<file path="src/rtl/mem_arb_pkg.sv">
`default_nettype none
// ============================================================================
// Module   : mem_arb_pkg
// Purpose  : Shared types for the IF/DM memory-port arbiter. Holds the arbiter
//            state encoding, the one-cycle grant decision encoding and the
//            width of the fairness streak counter.
// Ports    : none (package)
// Revision : 1.0  initial release
// ============================================================================
package mem_arb_pkg;

   localparam int STREAK_W = 4;

   typedef enum logic [1:0] {
      IDLE    = 2'd0,
      BUSY_IF = 2'd1,
      BUSY_DM = 2'd2
   } arb_state_t;

   typedef enum logic [1:0] {
      GNT_NONE = 2'd0,
      GNT_IF   = 2'd1,
      GNT_DM   = 2'd2
   } grant_t;

endpackage
`default_nettype wire

</file>
<file path="src/rtl/mem_arb_streak_ctr.sv">
`default_nettype none
// ============================================================================
// Module   : mem_arb_streak_ctr
// Purpose  : Fairness guard for the memory-port arbiter. Counts consecutive
//            DM grants made while IF is waiting and trips once the count
//            reaches MAX_STREAK with IF still requesting.
// Ports    : clk, reset  - clock, asynchronous active-high reset
//            grant       - grant being made this cycle (GNT_NONE when busy)
//            if_req      - IF request level
//            trip        - IF must win the next IDLE grant
// Revision : 1.0  initial release
// ============================================================================
module mem_arb_streak_ctr
   import mem_arb_pkg::*;
#(
   parameter int MAX_STREAK = 4
) (
   input  logic   clk,
   input  logic   reset,
   input  grant_t grant,
   input  logic   if_req,
   output logic   trip
);

   localparam logic [STREAK_W-1:0] TRIP_AT = STREAK_W'(MAX_STREAK);

   logic [STREAK_W-1:0] r_streak;

   // The counter never passes TRIP_AT: once it trips with IF waiting, the
   // next grant is IF, which clears it.
   always_ff @(posedge clk or posedge reset) begin
      if (reset) begin
         r_streak <= '0;
      end else begin
         case (grant)
            GNT_IF:  r_streak <= '0;
            GNT_DM:  r_streak <= if_req ? r_streak + 1'b1 : '0;
            default: r_streak <= r_streak;
         endcase
      end
   end

   assign trip = if_req && (r_streak == TRIP_AT);

endmodule
`default_nettype wire

</file>
<file path="src/rtl/mem_port_arbiter.sv">
`default_nettype none
// ============================================================================
// Module   : mem_port_arbiter
// Purpose  : Shares one 32-bit memory port between instruction fetch (IF)
//            and data memory (DM). One transaction at a time; DM has priority.
//            Build option MEM_ARB_FAIRNESS_EN adds a streak guard that lets
//            IF win after MAX_STREAK consecutive DM grants made while IF waits.
// Ports    : clk, reset                       - clock, async active-high reset
//            if_req/if_addr -> if_ack/if_rdata - IF read requester
//            dm_req/dm_we/dm_addr/dm_wdata
//                         -> dm_ack/dm_rdata   - DM load/store requester
//            mem_req/mem_we/mem_addr/mem_wdata - registered memory request
//            mem_ack/mem_rdata                 - memory completion and data
// Revision : 1.0  initial release
// ============================================================================
module mem_port_arbiter
   import mem_arb_pkg::*;
#(
   parameter int ADDR_W     = 32,
   parameter int DATA_W     = 32,
   parameter int MAX_STREAK = 4
) (
   input  logic              clk,
   input  logic              reset,
   input  logic              if_req,
   input  logic [ADDR_W-1:0] if_addr,
   output logic              if_ack,
   output logic [DATA_W-1:0] if_rdata,
   input  logic              dm_req,
   input  logic              dm_we,
   input  logic [ADDR_W-1:0] dm_addr,
   input  logic [DATA_W-1:0] dm_wdata,
   output logic              dm_ack,
   output logic [DATA_W-1:0] dm_rdata,
   output logic              mem_req,
   output logic              mem_we,
   output logic [ADDR_W-1:0] mem_addr,
   output logic [DATA_W-1:0] mem_wdata,
   input  logic              mem_ack,
   input  logic [DATA_W-1:0] mem_rdata
);

   arb_state_t r_state;
   grant_t     w_grant;
   logic       w_trip;

   // Grants are only made from IDLE; the ack edge always returns to IDLE
   // first, so requests seen at that edge wait one cycle.
   always_comb begin
      w_grant = GNT_NONE;
      if (r_state == IDLE) begin
         if (dm_req && !w_trip) begin
            w_grant = GNT_DM;
         end else if (if_req) begin
            w_grant = GNT_IF;
         end
      end
   end

`ifdef MEM_ARB_FAIRNESS_EN
   mem_arb_streak_ctr #(
      .MAX_STREAK (MAX_STREAK)
   ) u_streak_ctr (
      .clk    (clk),
      .reset  (reset),
      .grant  (w_grant),
      .if_req (if_req),
      .trip   (w_trip)
   );
`else
   assign w_trip = 1'b0;

   // MAX_STREAK only matters with the fairness guard built in.
   logic unused_max_streak;
   assign unused_max_streak = ^STREAK_W'(MAX_STREAK);
`endif

   always_ff @(posedge clk or posedge reset) begin
      if (reset) begin
         r_state   <= IDLE;
         mem_req   <= 1'b0;
         mem_we    <= 1'b0;
         mem_addr  <= '0;
         mem_wdata <= '0;
      end else begin
         case (r_state)
            IDLE: begin
               case (w_grant)
                  GNT_DM: begin
                     r_state   <= BUSY_DM;
                     mem_req   <= 1'b1;
                     mem_we    <= dm_we;
                     mem_addr  <= dm_addr;
                     mem_wdata <= dm_wdata;
                  end
                  GNT_IF: begin
                     r_state   <= BUSY_IF;
                     mem_req   <= 1'b1;
                     mem_we    <= 1'b0;
                     mem_addr  <= if_addr;
                     mem_wdata <= '0;
                  end
                  default: begin
                     mem_req <= 1'b0;
                  end
               endcase
            end
            BUSY_IF, BUSY_DM: begin
               // Operands stay put until the memory completes.
               if (mem_ack) begin
                  r_state <= IDLE;
                  mem_req <= 1'b0;
               end
            end
            default: begin
               r_state <= IDLE;
               mem_req <= 1'b0;
            end
         endcase
      end
   end

   assign if_ack   = (r_state == BUSY_IF) && mem_ack;
   assign dm_ack   = (r_state == BUSY_DM) && mem_ack;
   assign if_rdata = if_ack ? mem_rdata : '0;
   // A DM write acknowledges with zero data whatever the memory drives.
   assign dm_rdata = (dm_ack && !mem_we) ? mem_rdata : '0;

endmodule
`default_nettype wire

</file>
<file path="config.mk">
export PLATFORM = sky130hd
export DESIGN_NAME = mem_port_arbiter
export DESIGN_NICKNAME = d
export VERILOG_FILES = /design/src/rtl/mem_arb_pkg.sv /design/src/rtl/mem_arb_streak_ctr.sv /design/src/rtl/mem_port_arbiter.sv
export SDC_FILE = /design/constraint.sdc
export NUM_CORES = 1
export LEC_CHECK = 0
export CAP_MARGIN = 20
export CELL_PAD_IN_SITES_DETAIL_PLACEMENT = 0
export CELL_PAD_IN_SITES_GLOBAL_PLACEMENT = 2
export CORE_MARGIN = 2
export CORE_UTILIZATION = 16
export DETAILED_ROUTE_END_ITERATION = 10
export GPL_TIMING_DRIVEN = 0
export PLACE_DENSITY = 0.8
export SLEW_MARGIN = 20
export SYNTH_ARGS = -nofsm -noshare
export SYNTH_HDL_FRONTEND = slang
export SYNTH_HIERARCHICAL = 1
export SYNTH_SLANG_ARGS = --single-unit
</file>
<file path="constraint.sdc">
create_clock -name clk -period 2.08 [get_ports clk]
set_input_delay 0.416 -clock clk [delete_from_list [all_inputs] [get_ports clk]]
set_output_delay 0.416 -clock clk [all_outputs]
set_load 0.01 [all_outputs]
</file>
==> Yosys cells after proc, flatten, opt, wreduce, memory -nomap -nowiden <==
Cells that the tools add are included.
{ "word_totals": {"reg_bits": 68, "n_memories": 0, "out_inout_bits": 132, "wordCells": 35, "latch_bits": 0, "mem_bits_rw": 0, "romBits": 0} }
{ "op_classes": {"n_div": 0, "n_reduce_logical": 10, "addsub": 0, "order_cmp": 0, "bitwise_logic": 0, "mux": 14, "shift": 0, "n_eq_ne": 6, "mul": 0} }
{ "op_table": {"columns": ["cell", "count"], "rows": [
  ["$pmux 32 s2", 2],
  ["$mux 32", 2],
  ["$pmux 2 s2", 2],
  ["$mux 2", 3],
  ["$eq 2x1->1 const B", 2],
  ["$eq 2x2->1 const B", 2],
  ["$pmux 1 s2", 2],
  ["$reduce_and 2->1", 2],
  ["$reduce_or 2->1", 2],
  ["$logic_and 1x1->1", 3],
  ["$mux 1", 3],
  ["$ne 3x1->1 const B", 1],
  ["$logic_not 2->1", 1],
  ["$ne 2x2->1 const B", 1],
  ["$reduce_bool 2->1", 1],
  ["$logic_not 1->1", 1]
]} }

==> Depth between registers and ports, before layout <==
{ "logic_depth": {"word_depth": 7, "mapped_depth": 9} }

==> Worst setup path before layout <==
OpenSTA, ideal clock, no wires.
{ "synth_timing": {"kind": "register -> register", "start": "register r_state[0]", "end": "register mem_wdata[10]", "t_arrival_ns": 1.681, "path_buffers": 2, "setup_time_ns": 0.133, "stages_incl_launch_ff": 9, "required_ns": 1.947, "setup_slack_ns": 0.266, "path_cell_list": "dfrtp_1 inv_1 ha_1 and3b_1 ha_1 nand2b_1 buf_2 clkbuf_1 o21ai_0"} }
{ "synth_between": {"elab_chain_len": 5, "word_cells_on_any_way": 7, "classes_between": "2 x eq/ne; 2 x mux; 3 x reduce/logical"} }
{ "synth_rtl": {"columns": ["item", "line_no", "source"], "rows": [
  ["start: declaration", "mem_port_arbiter.sv:43", "arb_state_t r_state;"],
  ["start signal: assignment", "mem_port_arbiter.sv:80", "r_state <= IDLE;"],
  ["start signal: assignment", "mem_port_arbiter.sv:90", "r_state <= BUSY_DM;"],
  ["start signal: assignment", "mem_port_arbiter.sv:97", "r_state <= BUSY_IF;"],
  ["$logic_not 2->1 (*)", "mem_port_arbiter.sv:51, mem_port_arbiter.sv:86", null],
  ["$mux 2", "mem_port_arbiter.sv:51", "if (r_state == IDLE) begin"],
  ["$eq 2x1->1 or $eq 2x2->1 (tied branches)", "mem_port_arbiter.sv:88", "case (w_grant)"],
  ["$reduce_bool 2->1 (no source line)", null, null],
  ["$reduce_and 2->1 (no source line)", null, null],
  ["end signal: assignment", "mem_port_arbiter.sv:94", "mem_wdata <= dm_wdata;"],
  ["end: declaration", "mem_port_arbiter.sv:38", "output logic [DATA_W-1:0] mem_wdata,"]
]} }
Every way passes the cells marked *; elsewhere a longest branch is shown, timed or not.
A chain may end at the register's enable or synchronous reset.

==> Worst setup path in the final report <==
{ "layout_timing": {"start": "register r_state[1]", "end": "output port dm_rdata[2]"} }
{ "layout_between": {"elab_chain_len": 4} }
{ "layout_rtl": {"columns": ["item", "line_no", "source"], "rows": [
  ["$eq 2x2->1", "mem_port_arbiter.sv:124", "assign dm_ack = (r_state == BUSY_DM) && mem_ack;"],
  ["$logic_and 1x1->1", "mem_port_arbiter.sv:124", null],
  ["$logic_and 1x1->1", "mem_port_arbiter.sv:127", "assign dm_rdata = (dm_ack && !mem_we) ? mem_rdata : '0;"],
  ["$mux 32", "mem_port_arbiter.sv:127", null],
  ["end: declaration", "mem_port_arbiter.sv:34", "output logic [DATA_W-1:0] dm_rdata,"]
]} }
Every way passes these cells.

==> results_dict.tcl <==
set metrics [dict create \
    port_buffers 265 \
    drv_slew 0 \
    ant_nets 0 \
    final_core_util_pct 33.4 \
    n_fill_cell 2297 \
    die_h_um 154 \
    status "complete, but fails checks" \
    drv_cap 0 \
    antenna_cells 0 \
    avgSynthCellArea_um2 9.36 \
    cts_buffers 9 \
    r2r_cells 10 \
    peakVddDrop_v 0.000364 \
    grt-ovfl-total 0 \
    clk_latency_ns 0.34 \
    routed_via_density 3.94 \
    finalClockSkew_ns 0.00679 \
    syn_inst 383 \
    final_layout_size_suffix_gt1_share_pct 25.6 \
    power_frac_seq_pct 27.5 \
    cp_cell_sequence "ha_4, and2_4, nor2b_4, buf_12, buf_8, and2_4, buf_6" \
    syn-cell-area_um2 3590 \
    required_ns 1.66 \
    reg2reg_from "r_state[0]" \
    violations "negative setup slack" \
    reg2reg_setup_slack_ns 0.09 \
    fin_crit_ns 2.17 \
    end_kind "output pin" \
    rr_endpoint "mem_addr[0]" \
    p_leak_nw 3.30 \
    drt_iter0_drc 108 \
    fin_area_um2 7300 \
    setup_violations 32 \
    crit_family "simple AND/OR/NAND/NOR gates" \
    hp-start "mem_wdata[18]" \
    drc_errors 0 \
    yosys_warnings 6 \
    critPathBufInv 3 \
    switching_share_pct 34.9 \
    relSlewSlack_pct 62.5 \
    die_area_um2 23600 \
    initial_core_util_pct 16.4 \
    p_int_mw 5.42 \
    combPwrFrac_pct 52.2 \
    clkPwrFrac_pct 20.3 \
    track_usage_pct 12.2 \
    grt_max_degree 28 \
    cpMostUsedCell "and2_4" \
    path_max_fanout 5 \
    cts_buffer_depth 2 \
    crit_arrival_ns 1.75 \
    grt_pass1_wl_um 22100 \
    p_sw_mw 2.91 \
    finalCritPeriodShare_pct 104 \
    pin_count 266 \
    worst_slew_pin_slew_ns 0.562 \
    cpMaxStageDelayCell "dfrtp_2" \
    vias 3783 \
    wl_per_cell_um 15.5 \
    ys_seq_area_share_pct 47.5 \
    hold_depth 2 \
    nets 816 \
    place_area_um2 6630 \
    rsz0062_at_grt "true" \
    first_global_vias 3915 \
    whs_endpoint "mem_wdata[18]" \
    total_power_mw 8.32 \
    chipWidth_um 154 \
    postCtsHoldBufs 0 \
    timing.final.ws_setup_ns -0.0893 \
    antenna_found_initial 0 \
    clock-root-buffer "clkbuf_16" \
    rows 54 \
    place.gp.congestion 0.756 \
    place_hpwl_um 11500 \
    critPathKind "flop to output pin" \
    fmax_ghz 0.461 \
    synth_seq_cells 68 \
    cts_tree "done" \
    cts.reportedPaths.clkPinSlew_ns 0.06 \
    drt_pass1_iterations 4 \
    start_kind "flop" \
    drt_wl_total_um 14900 \
    power_density_nw_per_um2 1140 \
    h-tree-depth 3 \
    syn_to_final_growth_pct 104 \
    synth_nets 523 \
    hold_viol_final 0 \
    synthDistinctLibCells 23 \
    core_um2 21900 \
    hp-class "flop to flop" \
    max_stage_delay_ns 0.44 \
    clock-sinks 68 \
]
-- power groups by stage --
stage                     sequential (mW)  combinational (mW)  clock (mW)
after floorplan                      2.57                1.35           0
after global placement               2.27                3.90           0
after detailed placement             2.30                3.92           0
after CTS                            2.29                4.12        1.75
after global routing                 2.37                4.75        1.81
final                                2.29                4.35        1.69
-- layout make-up --
type                       instances  area (µm²)  area share [%]
inverter                           6        26.3           0.360
clock buffer                       9         225            3.08
timing repair buffer             283        2780            38.0
tap                              280         350            4.80
buffer                            29         292            3.99
multi-input combinational        279        1830            25.1
sequential                        68        1700            23.3
clock inverter                     7        98.8            1.35
-- repair_timing --
| action | in CTS | in global routing |
|---|---|---|
| endpoints found under the setup margin | 132 | 130 |
| setup buffers | 9 | 3 |
| pin swaps | 2 | 21 |
| resized for setup | 277 | 115 |
| gates cloned | 2 | 3 |
-- sequential cells by signal, indices dropped and copies added (netlist names) --
register,count
mem_wdata,32
mem_we,1
mem_addr,32
mem_req,1
r_state,2
-- worst max path at each step --
stage | from | to | slack (ns) | cells past startpoint
after floorplan | r_state[0] | mem_wdata[10] | 0.27 | 8
after global placement | dm_req | mem_wdata[4] | -0.76 | 7
after detailed placement | dm_req | mem_wdata[11] | -0.78 | 7
after CTS | r_state[0] | dm_rdata[9] | -0.14 | 8
after global routing | r_state[0] | dm_rdata[28] | -0.17 | 8
final | r_state[1] | dm_rdata[2] | -0.09 | 7
-- cells in the final DEF (no fill, tap or decap), types with 4 or more instances in the layout --
| cell type | Yosys | final |
|---|---|---|
| nand2b_1 | 35 | 34 |
| and3_1 | 30 | 26 |
| buf_6 | 6 | 49 |
| nand2_1 | 66 | 66 |
| clkbuf_2 | 1 | 26 |
| clkdlybuf4s50_1 | 0 | 198 |
| buf_8 | 0 | 8 |
| buf_4 | 1 | 7 |
| clkbuf_1 | 14 | 4 |
| buf_12 | 0 | 4 |
| o21ai_0 | 65 | 55 |
| o21ai_1 | 1 | 11 |
| dfrtp_1 | 68 | 67 |
| clkbuf_16 | 0 | 10 |
| buf_2 | 8 | 8 |
| and3_4 | 0 | 4 |
| mux2i_1 | 33 | 31 |
| and2_4 | 1 | 32 |
-- stage by stage --
stage / hold slack (ns) / setup WS [ns] / std cells / TNS, ns
after floorplan: 0.478 / 0.266 / 383 / 0
after global placement: 0.459 / -0.765 / 928 / -81.88
after detailed placement: 0.469 / -0.777 / 930 / -75.17
after CTS: 0.481 / -0.138 / 957 / -3.98
after global routing: 0.505 / -0.168 / 961 / -5.16
final: 0.474 / -0.0893 / 961 / -2.38
-- metal layers --
metal / vias up / global-route usage (%) / routed length, µm
met1: 1731 / 13.2 / 5740
met3: 18 / 4.40 / 1330
met2: 178 / 22.1 / 7620
met5: - / 0 / 0
li1: 1856 / - / -
met4: 0 / 4.06 / 225
-- cell usage after synthesis --
library cell | number | area share (%)
ha_1 | 6 | 2.1
and2_2 | 10 | 2.1
a21o_1 | 1 | 0.21
and2_1 | 23 | 4.0
buf_2 | 8 | 1.1
buf_6 | 6 | 1.9
and3b_1 | 1 | 0.24
clkbuf_2 | 1 | 0.14
nand2b_2 | 1 | 0.24
a21oi_1 | 2 | 0.28
and3_2 | 3 | 0.63
dfrtp_1 | 68 | 47
nand2b_1 | 35 | 6.1
buf_4 | 1 | 0.21
and3_1 | 30 | 5.2
o21ai_1 | 1 | 0.14
clkbuf_1 | 14 | 1.5
nor2b_4 | 1 | 0.38
o21ai_0 | 65 | 9.1
and2_4 | 1 | 0.24
mux2i_1 | 33 | 9.2
nand2_1 | 66 | 6.9
inv_1 | 6 | 0.63
-- cell families after synthesis --
family	after synthesis	synth area share (%)
AOI/OAI and AO/OA	69	9.70
adders and majority gates	6	2.09
buffers and inverters	36	5.44
DFF	68	47.5
muxes	33	9.21
and+or+nand+nor	171	26.1
-- worst min-delay path, cell delays in order (launching register included) --
cell     delay (ns)
dfrtp_1        0.34
nand2_1        0.04
o21ai_0        0.05
No activity file was read; power rests on OpenSTA's default activity.
